==> src/rtl/if_id_queue.sv <==
// Fetch-to-decode instruction queue: DEPTH-entry circular FIFO with delay-slot tracking.
// Optional same-cycle empty-queue bypass enabled by defining IFQ_BYPASS_EN.
module if_id_queue #(
    parameter int unsigned DEPTH   = 4,
    parameter int unsigned INSTR_W = 32,
    parameter int unsigned PC_W    = 32,
    parameter int unsigned EXC_W   = 9,
    localparam int unsigned CNT_W  = $clog2(DEPTH + 1)
) (
    input  logic               clock,
    input  logic               reset,
    input  logic               enq_valid,
    output logic               enq_ready,
    input  logic [INSTR_W-1:0] enq_instr,
    input  logic [PC_W-1:0]    enq_pcplus4,
    input  logic [EXC_W-1:0]   enq_except,
    output logic               deq_valid,
    input  logic               deq_ready,
    output logic [INSTR_W-1:0] deq_instr,
    output logic [PC_W-1:0]    deq_pcplus4,
    output logic [EXC_W-1:0]   deq_except,
    output logic               deq_in_delay_slot,
    input  logic               branch_d,
    input  logic               flush,
    output logic [CNT_W-1:0]   count
);
    localparam int unsigned PTR_W = $clog2(DEPTH);
    localparam int unsigned ENT_W = INSTR_W + PC_W + EXC_W;

    logic [ENT_W-1:0] mem_q [DEPTH];
    logic [PTR_W-1:0] rd_ptr_q, rd_ptr_d;
    logic [PTR_W-1:0] wr_ptr_q, wr_ptr_d;
    logic [CNT_W-1:0] count_q, count_d;
    logic             slot_q, slot_d;

    logic             full, empty, bypass;
    logic             enq_fire, deq_fire, wr_en, pop;
    logic [ENT_W-1:0] enq_entry, head_entry;

    assign full      = (count_q == CNT_W'(DEPTH));
    assign empty     = (count_q == '0);
    assign enq_entry = {enq_instr, enq_pcplus4, enq_except};

`ifdef IFQ_BYPASS_EN
    assign bypass = empty && enq_valid && !flush;
`else
    assign bypass = 1'b0;
`endif

    always_comb begin
        enq_ready  = !full;
        deq_valid  = !empty || bypass;
        head_entry = bypass ? enq_entry : mem_q[rd_ptr_q];
        if (!deq_valid) begin
            head_entry = '0;
        end
        {deq_instr, deq_pcplus4, deq_except} = head_entry;
        deq_in_delay_slot = slot_q && deq_valid;
        count             = count_q;
    end

    // A bypassed entry consumed the same cycle is never written and never popped.
    assign enq_fire = enq_valid && enq_ready;
    assign deq_fire = deq_valid && deq_ready;
    assign wr_en    = enq_fire && !flush && !(bypass && deq_ready);
    assign pop      = deq_fire && !flush && !bypass;

    always_comb begin
        rd_ptr_d = rd_ptr_q;
        wr_ptr_d = wr_ptr_q;
        count_d  = count_q;
        slot_d   = slot_q;
        if (flush) begin
            rd_ptr_d = '0;
            wr_ptr_d = '0;
            count_d  = '0;
            slot_d   = 1'b0;
        end else begin
            if (wr_en) begin
                wr_ptr_d = wr_ptr_q + PTR_W'(1);
            end
            if (pop) begin
                rd_ptr_d = rd_ptr_q + PTR_W'(1);
            end
            count_d = count_q + CNT_W'(wr_en) - CNT_W'(pop);
            if (deq_fire) begin
                slot_d = branch_d;
            end
        end
    end

    always_ff @(posedge clock or posedge reset) begin
        if (reset) begin
            rd_ptr_q <= '0;
            wr_ptr_q <= '0;
            count_q  <= '0;
            slot_q   <= 1'b0;
        end else begin
            rd_ptr_q <= rd_ptr_d;
            wr_ptr_q <= wr_ptr_d;
            count_q  <= count_d;
            slot_q   <= slot_d;
        end
    end

    // Storage needs no reset; stale entries are never visible through count.
    always_ff @(posedge clock) begin
        if (wr_en) begin
            mem_q[wr_ptr_q] <= enq_entry;
        end
    end

endmodule
==> config.mk <==
export PLATFORM = sky130hd
export DESIGN_NAME = if_id_queue
export DESIGN_NICKNAME = d
export VERILOG_FILES = /design/src/rtl/if_id_queue.sv
export SDC_FILE = /design/constraint.sdc
export NUM_CORES = 1
export LEC_CHECK = 0
export CORE_MARGIN = 1.5
export CORE_UTILIZATION = 52
export DETAILED_ROUTE_END_ITERATION = 12
export GPL_TIMING_DRIVEN = 1
export PLACE_DENSITY = 0.76
export SLEW_MARGIN = 20
export SYNTH_ARGS = -nofsm -noshare
export SYNTH_HDL_FRONTEND = slang
export SYNTH_SLANG_ARGS = --single-unit
==> constraint.sdc <==
create_clock -name clock -period 3.58 [get_ports clock]
set_clock_uncertainty 0.15 [all_clocks]
set_input_delay 0.537 -clock clock [delete_from_list [all_inputs] [get_ports clock]]
set_output_delay 0.537 -clock clock [all_outputs]
set_load 0.01 [all_outputs]
==> out/metrics.yaml <==
worst_setup_path:
  critPathArrivalTime_ns: 2.68
  crit_type: "reg -> out"
  max_stage_delay_ns: 0.55
  end_kind: "output pin"
  cp_slowest_cell: "clkdlybuf4s50_1"
  path_buf_inv: 2
  path_cells: "or3_4, buf_4, and2_1, clkdlybuf4s50_1"
  worstPathRequired_ns: 2.89
  cp_max_fo: 41
  cp_top_family: "buffers and inverters"
  startpoint_type: "flop"
placed_design:
  hpwl_microns: 13100
  place_ws_ns: 0.325
  io_buffer_count: 157
  place.gp.congestion: 0.817
floorplanning:
  rows: 54
  start_util_pct: 53.0
  die_area_sq_mm: 0.0231
  die_w_microns: 152
  core_area_sq_mm: 0.0218
  die_h_microns: 152
  io_pins: 158
sta:
  holdWs_ns: 0.110
  setup_viol: 0
  slew_violations: 0
  finalWorstSetupSlack_ns: 0.217
  hold_viol: 0
  fin_crit_ns: 3.36
  rsz0062_at_grt: "no"
  fin_tns_setup_ns: 0
  final.period_utilization_pct: 94.0
  slew-limit-headroom_pct: 58.9
  max_slew.worst_pin.slew_ns: 0.611
  fmax_mhz: 297
clock_tree:
  numCtsBuffers: 29
  htreeDepth: 1
  cts-root-buf: "clkbuf_16"
  clockBufferDepth: 3
  clk_latency_ns: 0.54
  clock-sinks: 300
  cts_tree: "yes"
  clk_pin_slew_ns: 0.06
final_layout:
  finalNetCount: 783
  utilization_pct: 66.5
  layout_common_cells: "edfxtp_1 (292), clkdlybuf4s50_1 (157), and2_1 (75)"
  final_common_cell: "edfxtp_1"
  drive_above_1_share_pct: 19.4
  fillers: 1401
  synthToLayoutAreaGrowth_pct: 25.7
routing:
  routed_wirelength_microns: 21700
  drtAntennaViolNets: 0
  vias: 5574
  firstDrtPassIters: 5
  viasPerCell: 5.57
  avgRoutedWirePerCell_microns: 21.7
  drcViolationCount: 0
  first_iter_violations: 331
grt:
  grt_max_degree: 48
  antenna_found_initial: 1
  grt_pass1_wl_microns: 34300
  overflow: 0
  grt_pass1_vias: 6155
  track_usage_pct: 19.2
run_status:
  status: "finished, final reports clean"
power_and_ir_drop:
  power.internal_w: 0.00737
  power_frac_comb_pct: 29.2
  ir_drop_uv: 486
  power.net_switching_w: 0.00257
  pwr-share-clk_pct: 28.8
  seqPwrFrac_pct: 42.0
  power-per-cell-area_mw_per_mm2: 686
  p_leak_nw: 4.66
  switching_share_pct: 25.8
logic_synthesis:
  synth-seq-area-share_pct: 77.9
  syn_nets: 601
  ys_types: 25
  yosys.area.top_type: "edfxtp_1"
  synth-seq-cells: 300
  syn_avg_cell_area_sq_um: 22.4
  synthFlopType: "edfxtp_1"
  async_flop_share_pct: 2.67
  postSynthCellCount: 515
  synth.area.top_cells: "edfxtp_1 (76%), mux4_2 (14%), and2_1 (4.3%)"
  synth_edf_count: 292
  synth_top_area_share_pct: 76.1
  syn_area_sq_mm: 0.0115
  synth_warnings: 0
job:
  cap_viol_max_count: 0
worst_hold_path:
  min_path_type: "in -> async"
==> power by group through the flow <==
stage	clock network, W	logic, W	registers (W)
after floorplan	0	0.00161	0.00419
after global placement	0	0.00288	0.00426
after detailed placement	0	0.00291	0.00428
after CTS	0.00293	0.00294	0.00420
after global routing	0.00305	0.00314	0.00419
final	0.00286	0.00290	0.00417
==> metal layers <==
metal  wire (microns)  track usage [%]
met1             8570             23.9
met2            11500             34.3
met3             1090             3.48
met4              462             6.24
met5                0                0
==> area by class of cell <==
| cell class | instances | area [sq um] | area share [%] |
|---|---|---|---|
| multi-input combinational | 182 | 2380 | 16.5 |
| tap | 280 | 350 | 2.42 |
| clock inverter | 19 | 153 | 1.05 |
| timing repair buffer | 176 | 1830 | 12.7 |
| sequential | 300 | 8980 | 62.0 |
| antenna | 1 | 2.50 | 0.0173 |
| clock buffer | 35 | 748 | 5.17 |
| inverter | 8 | 30.0 | 0.207 |
==> state kept, by name, summed over array words and instances (netlist names) <==
register	flops
slot_q	1
count	3
mem_q	292
wr_ptr_q	2
rd_ptr_q	2
==> per-stage QoR <==
step / std cells / total power, W / cell area [sq um]
floorplan: 515 / 0.00580 / 11500
global placement: 945 / 0.00714 / 13600
detailed placement: 945 / 0.00718 / 13600
CTS: 999 / 0.0101 / 14500
global route: 1001 / 0.0104 / 14500
finish: 1001 / 0.00994 / 14500
==> cell families (layout without fill, tap and decap cells) <==
kind of cell,after synthesis,in the layout,synth area share (%)
xor+xnor,3,3,0.228
mux,74,74,14.4
fa+ha+maj,7,7,0.825
buf+inv,33,238,1.59
compound gates,6,6,0.315
simple gates,92,92,4.83
other cells,0,1,0
flops,300,300,77.9
==> what timing repair did <==
action / in CTS / in global routing
hold endpoints to repair: 0 / 0
resized for setup: 1 / 0
hold buffers: 0 / 0
buffers inserted: 0 / 1
endpoints found under the setup margin: 34 / 11
==> worst paths after layout <==
kind	end	slack, ns	cells past startpoint	start
min reg2reg	slot_q	0.46	2	slot_q
max	deq_pcplus4[10]	0.22	4	count[1]
min in group clock	slot_q	0.46	2	slot_q
max reg2reg	count[2]	0.67	12	count[1]
min	wr_ptr_q[0]	0.11	2	reset
max in group asynchronous	rd_ptr_q[0]	2.90	2	reset
==> worst reg2reg max path: stages (launching register included) <==
cell     delay, ns
dfrtp_1       0.47
nor3b_1       0.49
nor3_1        0.10
buf_4         0.17
inv_1         0.05
ha_1          0.22
inv_1         0.06
ha_1          0.13
inv_1         0.05
fa_1          0.40
xor2_1        0.17
and2_1        0.17
nor3_1        0.18
==> synthesized netlist by cell type, types with 3 or more instances <==
library cell and n:
buf_6 6, buf_2 8, xor2_1 3, nor2_1 6, inv_1 7, edfxtp_1 292, mux4_2 73, dfrtp_1 8
ha_1 6, and2_1 79, clkbuf_1 10
No activity file was read; power rests on OpenSTA's default activity.
